## config.mk

```make
export PLATFORM = sky130hd
export DESIGN_NAME = calc_sequencer
export DESIGN_NICKNAME = d
export VERILOG_FILES = /design/src/rtl/calc_sequencer.sv
export SDC_FILE = /design/constraint.sdc
export NUM_CORES = 1
export LEC_CHECK = 0
export CAP_MARGIN = 5
export CORE_AREA = 2 2 87 47
export CTS_BUF_LIST = sky130_fd_sc_hd__clkbuf_4 sky130_fd_sc_hd__clkbuf_8 sky130_fd_sc_hd__clkbuf_16
export CTS_CLUSTER_SIZE = 12
export DETAILED_ROUTE_END_ITERATION = 12
export DIE_AREA = 0 0 89 49
export PLACE_DENSITY = 0.67
export SETUP_SLACK_MARGIN = 0.3
export SLEW_MARGIN = 10
export SYNTH_ARGS = -nofsm -noshare
export SYNTH_HDL_FRONTEND = slang
export SYNTH_SLANG_ARGS = --single-unit
```

## constraint.sdc

```tcl
create_clock -name clock -period 4.48 [get_ports clock]
set_clock_uncertainty 0.05 [all_clocks]
set_input_delay 0.448 -clock clock [delete_from_list [all_inputs] [get_ports clock]]
set_output_delay 0.448 -clock clock [all_outputs]
set_load 0.01 [all_outputs]
```

## src/rtl/calc_sequencer.sv

```systemverilog
// Keypad calculator sequencer: operand entry, ALU start/done handshake with
// watchdog, result/error display select. Every output is driven by a flop.
module calc_sequencer #(
  parameter int DIGITS  = 3,
  parameter int TIMEOUT = 1024
) (
  input  logic       clock,
  input  logic       reset_n,
  input  logic       dig_strobe,
  input  logic       op_strobe,
  input  logic [1:0] op_code,
  input  logic       eq_strobe,
  input  logic       bksp_strobe,
  input  logic       clr_strobe,
  input  logic       alu_done,
  input  logic       alu_err,
  output logic       load_A,
  output logic       load_B,
  output logic       bksp_A,
  output logic       bksp_B,
  output logic       clear_AB,
  output logic       alu_start,
  output logic [1:0] op_reg,
  output logic [1:0] display_select,
  output logic       busy,
  output logic       error
);

  localparam int CW = $clog2(DIGITS + 1);
  localparam int WW = (TIMEOUT > 2) ? $clog2(TIMEOUT) : 1;
  localparam logic [CW-1:0] CNT_MAX = CW'(DIGITS);
  localparam logic [WW-1:0] WD_LAST = WW'(TIMEOUT - 1);

  typedef enum logic [2:0] {
    ENTER_A,
    ENTER_B,
    EXEC,
    SHOW_RES,
    ERROR
  } state_t;

  state_t        state, state_n;
  logic [CW-1:0] cnt_a, cnt_a_n;
  logic [CW-1:0] cnt_b, cnt_b_n;
  logic [WW-1:0] wd, wd_n;
  logic [1:0]    op_n;
  logic          pend, pend_n;
  logic          load_a_n, load_b_n, bksp_a_n, bksp_b_n, clear_ab_n, alu_start_n;
  logic [1:0]    disp_n;

  always_comb begin
    state_n     = state;
    cnt_a_n     = cnt_a;
    cnt_b_n     = cnt_b;
    op_n        = op_reg;
    wd_n        = '0;
    pend_n      = 1'b0;
    load_a_n    = 1'b0;
    load_b_n    = 1'b0;
    bksp_a_n    = 1'b0;
    bksp_b_n    = 1'b0;
    clear_ab_n  = 1'b0;
    alu_start_n = 1'b0;

    // The deferred first digit after a result outranks every strobe, clr included.
    if (pend) begin
      load_a_n = 1'b1;
      cnt_a_n  = CW'(1);
    end else if (clr_strobe) begin
      clear_ab_n = 1'b1;
      cnt_a_n    = '0;
      cnt_b_n    = '0;
      op_n       = '0;
      state_n    = ENTER_A;
    end else begin
      unique case (state)
        ENTER_A: begin
          if (eq_strobe) begin
            // equals has no meaning before an operator
          end else if (op_strobe) begin
            if (cnt_a != '0) begin
              op_n    = op_code;
              state_n = ENTER_B;
            end
          end else if (bksp_strobe) begin
            if (cnt_a != '0) begin
              bksp_a_n = 1'b1;
              cnt_a_n  = cnt_a - 1'b1;
            end
          end else if (dig_strobe) begin
            if (cnt_a < CNT_MAX) begin
              load_a_n = 1'b1;
              cnt_a_n  = cnt_a + 1'b1;
            end
          end
        end

        ENTER_B: begin
          if (eq_strobe) begin
            if (cnt_b != '0) begin
              alu_start_n = 1'b1;
              state_n     = EXEC;
            end
          end else if (op_strobe) begin
            op_n = op_code;
          end else if (bksp_strobe) begin
            if (cnt_b != '0) begin
              bksp_b_n = 1'b1;
              cnt_b_n  = cnt_b - 1'b1;
            end else begin
              state_n = ENTER_A;
            end
          end else if (dig_strobe) begin
            if (cnt_b < CNT_MAX) begin
              load_b_n = 1'b1;
              cnt_b_n  = cnt_b + 1'b1;
            end
          end
        end

        EXEC: begin
          wd_n = wd + 1'b1;
          // alu_start high marks the first EXEC cycle, where alu_done is not yet valid
          if (!alu_start && alu_done) begin
            state_n = alu_err ? ERROR : SHOW_RES;
          end else if (wd == WD_LAST) begin
            state_n = ERROR;
          end
        end

        SHOW_RES: begin
          if (dig_strobe && !eq_strobe && !op_strobe && !bksp_strobe) begin
            clear_ab_n = 1'b1;
            cnt_a_n    = '0;
            cnt_b_n    = '0;
            pend_n     = 1'b1;
            state_n    = ENTER_A;
          end
        end

        ERROR: begin
        end

        default: state_n = ENTER_A;
      endcase
    end
  end

  always_comb begin
    disp_n = 2'd0;
    unique case (state_n)
      ENTER_A:  disp_n = 2'd0;
      ENTER_B:  disp_n = 2'd1;
      EXEC:     disp_n = 2'd1;
      SHOW_RES: disp_n = 2'd2;
      ERROR:    disp_n = 2'd3;
      default:  disp_n = 2'd0;
    endcase
  end

  always_ff @(posedge clock or negedge reset_n) begin
    if (!reset_n) begin
      state          <= ENTER_A;
      cnt_a          <= '0;
      cnt_b          <= '0;
      wd             <= '0;
      pend           <= 1'b0;
      op_reg         <= '0;
      load_A         <= 1'b0;
      load_B         <= 1'b0;
      bksp_A         <= 1'b0;
      bksp_B         <= 1'b0;
      clear_AB       <= 1'b0;
      alu_start      <= 1'b0;
      display_select <= '0;
      busy           <= 1'b0;
      error          <= 1'b0;
    end else begin
      state          <= state_n;
      cnt_a          <= cnt_a_n;
      cnt_b          <= cnt_b_n;
      wd             <= wd_n;
      pend           <= pend_n;
      op_reg         <= op_n;
      load_A         <= load_a_n;
      load_B         <= load_b_n;
      bksp_A         <= bksp_a_n;
      bksp_B         <= bksp_b_n;
      clear_AB       <= clear_ab_n;
      alu_start      <= alu_start_n;
      display_select <= disp_n;
      busy           <= (state_n == EXEC);
      error          <= (state_n == ERROR);
    end
  end

endmodule

```

==> summary.txt <==
Run status
  – Outcome: completed

Synth
  – Post-synth EDFFs: 0
  – Multiplexer share of the synthesized area: 0.00633
  – Largest family of logic cells by synthesized area: simple AND/OR/NAND/NOR gates
  – Post-Synthesis Cells: 157
  – Seq cells post-synth: 30
  – Primary FF master, synth: dfrtp_1
  – Yosys warning count: 0
  – Synth Area in Simple Gates: 0.238
  – Synth Area in Compound Gates: 0.156
  – Seq/Total Area, Yosys: 0.475
  – Synthesized area: 1580 µm²
  – Synth area leader: dfrtp_1
  – Synthesized Nets: 169
  – Synth cell types: 49
  – Adder-Cell Fraction of Synth Area: 0.00791
  – Top cell type's share of synthesized area: 0.475
  – Avg Inst Size Synth: 10.1 µm²
  – Ys async rst share: 1.00
  – Top cells by area, synth: dfrtp_1 47%, nor2_1 5.5%, a221oi_4 3.3%
  – XOR/XNOR Fraction of Synth Area: 0.0609

Power and ir drop
  – Pwr Total: 611 µW
  – Sw Ratio: 0.272
  – Gate power share: 0.137
  – Leak Pwr: 0.848 nW
  – Power share of the clock group: 0.372
  – Power share of the sequential group: 0.491
  – Switching power of the nets: 166 µW
  – Worst VDD drop: 132 µV
  – P_int: 445 µW
  – Pwr Density: 319 nW/µm²

Placement
  – Routability Congestion: 0.826
  – Placed cells: 227
  – Post-DP HPWL: 2.59 mm
  – Worst slack, placed: 1.75 ns
  – Port buffer count: 22

Critical path
  – Critical path's slowest cell: clkdlybuf4s50_1
  – Max incr delay on CP: 0.67 ns
  – Setup crit end kind: flop
  – Crit-path max FO: 9
  – Critical path class: input pin to flop
  – Critical Path Source Type: input pin
  – Crit path DAT: 2.53 ns
  – Req. time, crit path: 4.58 ns
  – Critical-path cell list: clkdlybuf4s50_1, or3b_4, o311ai_2, a21oi_1, a221oi_4, xor2_1, mux2i_1

STA
  – Tmin final: 2.44 ns
  – Hold Fails Final Rpt: 0
  – RSZ-0062 raised after global routing: no
  – Slew HR: 0.553
  – Hold WS: 0.415 ns
  – Slew Viols, Final: 0
  – Fin crit share: 0.544
  – Worst setup margin: 2.04 ns
  – Final count of negative-setup-slack endpoints: 0
  – Worst slew pin tran: 0.654 ns
  – TNS Setup: 0 ns
  – Fmax: 0.410 GHz

Floorplan
  – Die area: 4360 µm²
  – Row count: 16
  – Horiz. Die Dim: 89 µm
  – I/O pin count: 23
  – Initial Util: 0.429
  – Core area: 3680 µm²
  – Die height: 49 µm

Global route
  – GRT overflow: 0
  – Largest net degree at the start of global routing: 31
  – Total track usage: 0.182
  – Vias in the first global route: 1184
  – Initial antenna violation count: 0
  – First-pass GRT wire length: 5.92 mm

Layout
  – Largest reg by FF count: wd
  – Proportion of layout cells with a drive suffix above 1: 0.116
  – Largest regs: wd x10, state x3
  – Max FFs per register: 10
  – Sequential Area: 751 µm²
  – Multi-input gate area: 742 µm²
  – Fin cells: 235
  – Diodes inserted: 0
  – Final #Nets: 192
  – Filler cells: 345
  – Syn-to-layout area delta: 21.2%

Detailed routing
  – Drt total wl: 3.52 mm
  – Vias per cell: 5.06
  – DRT iter0 DRCs: 62
  – Vias: 1189
  – DRC Markers: 0
  – Pre-antenna DRT Iters: 4
  – DR WL/cell: 15.0 µm
  – Final ANT Viol Nets: 0

Clock tree
  – H-tree levels: 2
  – CTS Buffer Depth: 2
  – Clock slew at reported path FFs: 0.06 ns
  – Clk root buf: clkbuf_8
  – CTS Hold Bufs: 0
  – TritonCTS buffer count: 5
  – Resized Gates After CTS: 0
  – TritonCTS clock tree: built
  – Postcts setup bufs: 0
  – Clock Latency Late Sink: 0.28 ns
  – Clk sinks: 30

Flow run
  – Max Cap Viol: 0

Min path
  – Hold Path Class: flop to flop
-- path summary, 6_finish.rpt --
check	startpoint	to	slack [ns]	cells past startpoint
worst max register to register	pend	display_select[1]	2.11	6
max in group asynchronous	reset_n	alu_start	3.61	2
worst min register to register	wd[0]	wd[0]	0.42	1
worst max-delay path	bksp_strobe	display_select[0]	2.04	7
min in group asynchronous	reset_n	cnt_a[1]	0.49	2
worst min-delay path	wd[0]	wd[0]	0.42	1
-- power by group through the flow --
stage	Sequential (mW)	Clock, mW	Combinational (mW)
finish	0.300	0.227	0.0837
global route	0.303	0.249	0.0922
CTS	0.300	0.233	0.0845
detailed placement	0.304	0	0.0837
global placement	0.304	0	0.0807
floorplan	0.298	0	0.0571
-- placed cells by master, fill, tap and decap left out, types with 3 or more instances in the layout --
| master | netlist | routed |
|---|---|---|
| dfrtp_1 | 30 | 30 |
| nor2_1 | 23 | 23 |
| clkdlybuf4s50_1 | 0 | 22 |
| nand2_1 | 9 | 9 |
| inv_1 | 8 | 8 |
| o21ai_0 | 6 | 6 |
| nor3_1 | 6 | 6 |
| xor2_1 | 6 | 6 |
| clkbuf_8 | 0 | 6 |
| xnor2_1 | 5 | 5 |
| nand2b_1 | 4 | 4 |
| and3_1 | 4 | 4 |
| a21oi_1 | 4 | 4 |
| nand3_1 | 3 | 3 |
-- metal layers --
layer,track usage,up-vias,routed length [µm]
li1,-,591,-
met2,0.244,34,1470
met3,0.0677,0,232
met4,0.0448,0,0
met1,0.274,564,1810
met5,0,-,0
-- per-stage QoR --
stage	cell area [µm²]	util
floorplan	1580	-
global placement	1820	0.495
detailed placement	1820	0.495
CTS	1920	0.520
global route	1920	0.520
finish	1920	0.520
-- cell type report --
class                           count  area share
Inverter                            9      0.0176
Tap cell                           54      0.0352
Clock inverter                      2     0.00653
Sequential cell                    30       0.392
Multi-Input combinational cell    111       0.387
Clock buffer                        6      0.0431
Timing Repair Buffer               23       0.119
-- Yosys cell counts (all sizes together) (2+ instances only) --
| library cell | count |
|---|---|
| dfrtp | 30 |
| nor2 | 23 |
| nand2 | 10 |
| inv | 8 |
| o21ai | 8 |
| buf | 6 |
| nor3 | 6 |
| xor2 | 6 |
| xnor2 | 5 |
| a21oi | 4 |
| and3 | 4 |
| nand2b | 4 |
| nand3 | 3 |
| or2 | 3 |
| a211oi | 2 |
| a21o | 2 |
| a221oi | 2 |
| nand3b | 2 |
| nor4 | 2 |
| nor4b | 2 |
| o41ai | 2 |
| or3 | 2 |
| or4b | 2 |
-- cell families (layout without fill, tap and decap cells) --
| group | count (synthesis) | in the layout |
|---|---|---|
| simple gates | 69 | 69 |
| flops | 30 | 30 |
| compound gates | 29 | 29 |
| buf+inv | 16 | 40 |
| xor+xnor | 11 | 11 |
| fa+ha+maj | 1 | 1 |
| mux | 1 | 1 |
-- critical path, delay by kind of cell --
kind | cells | cell delay (ns)
AOI/OAI and AO/OA | 3 | 0.67
buffers and inverters | 1 | 0.67
xor gates and xnor gates | 1 | 0.20
muxes | 1 | 0.11
and+or+nand+nor | 1 | 0.44
Power figures use the tool's default switching activity.
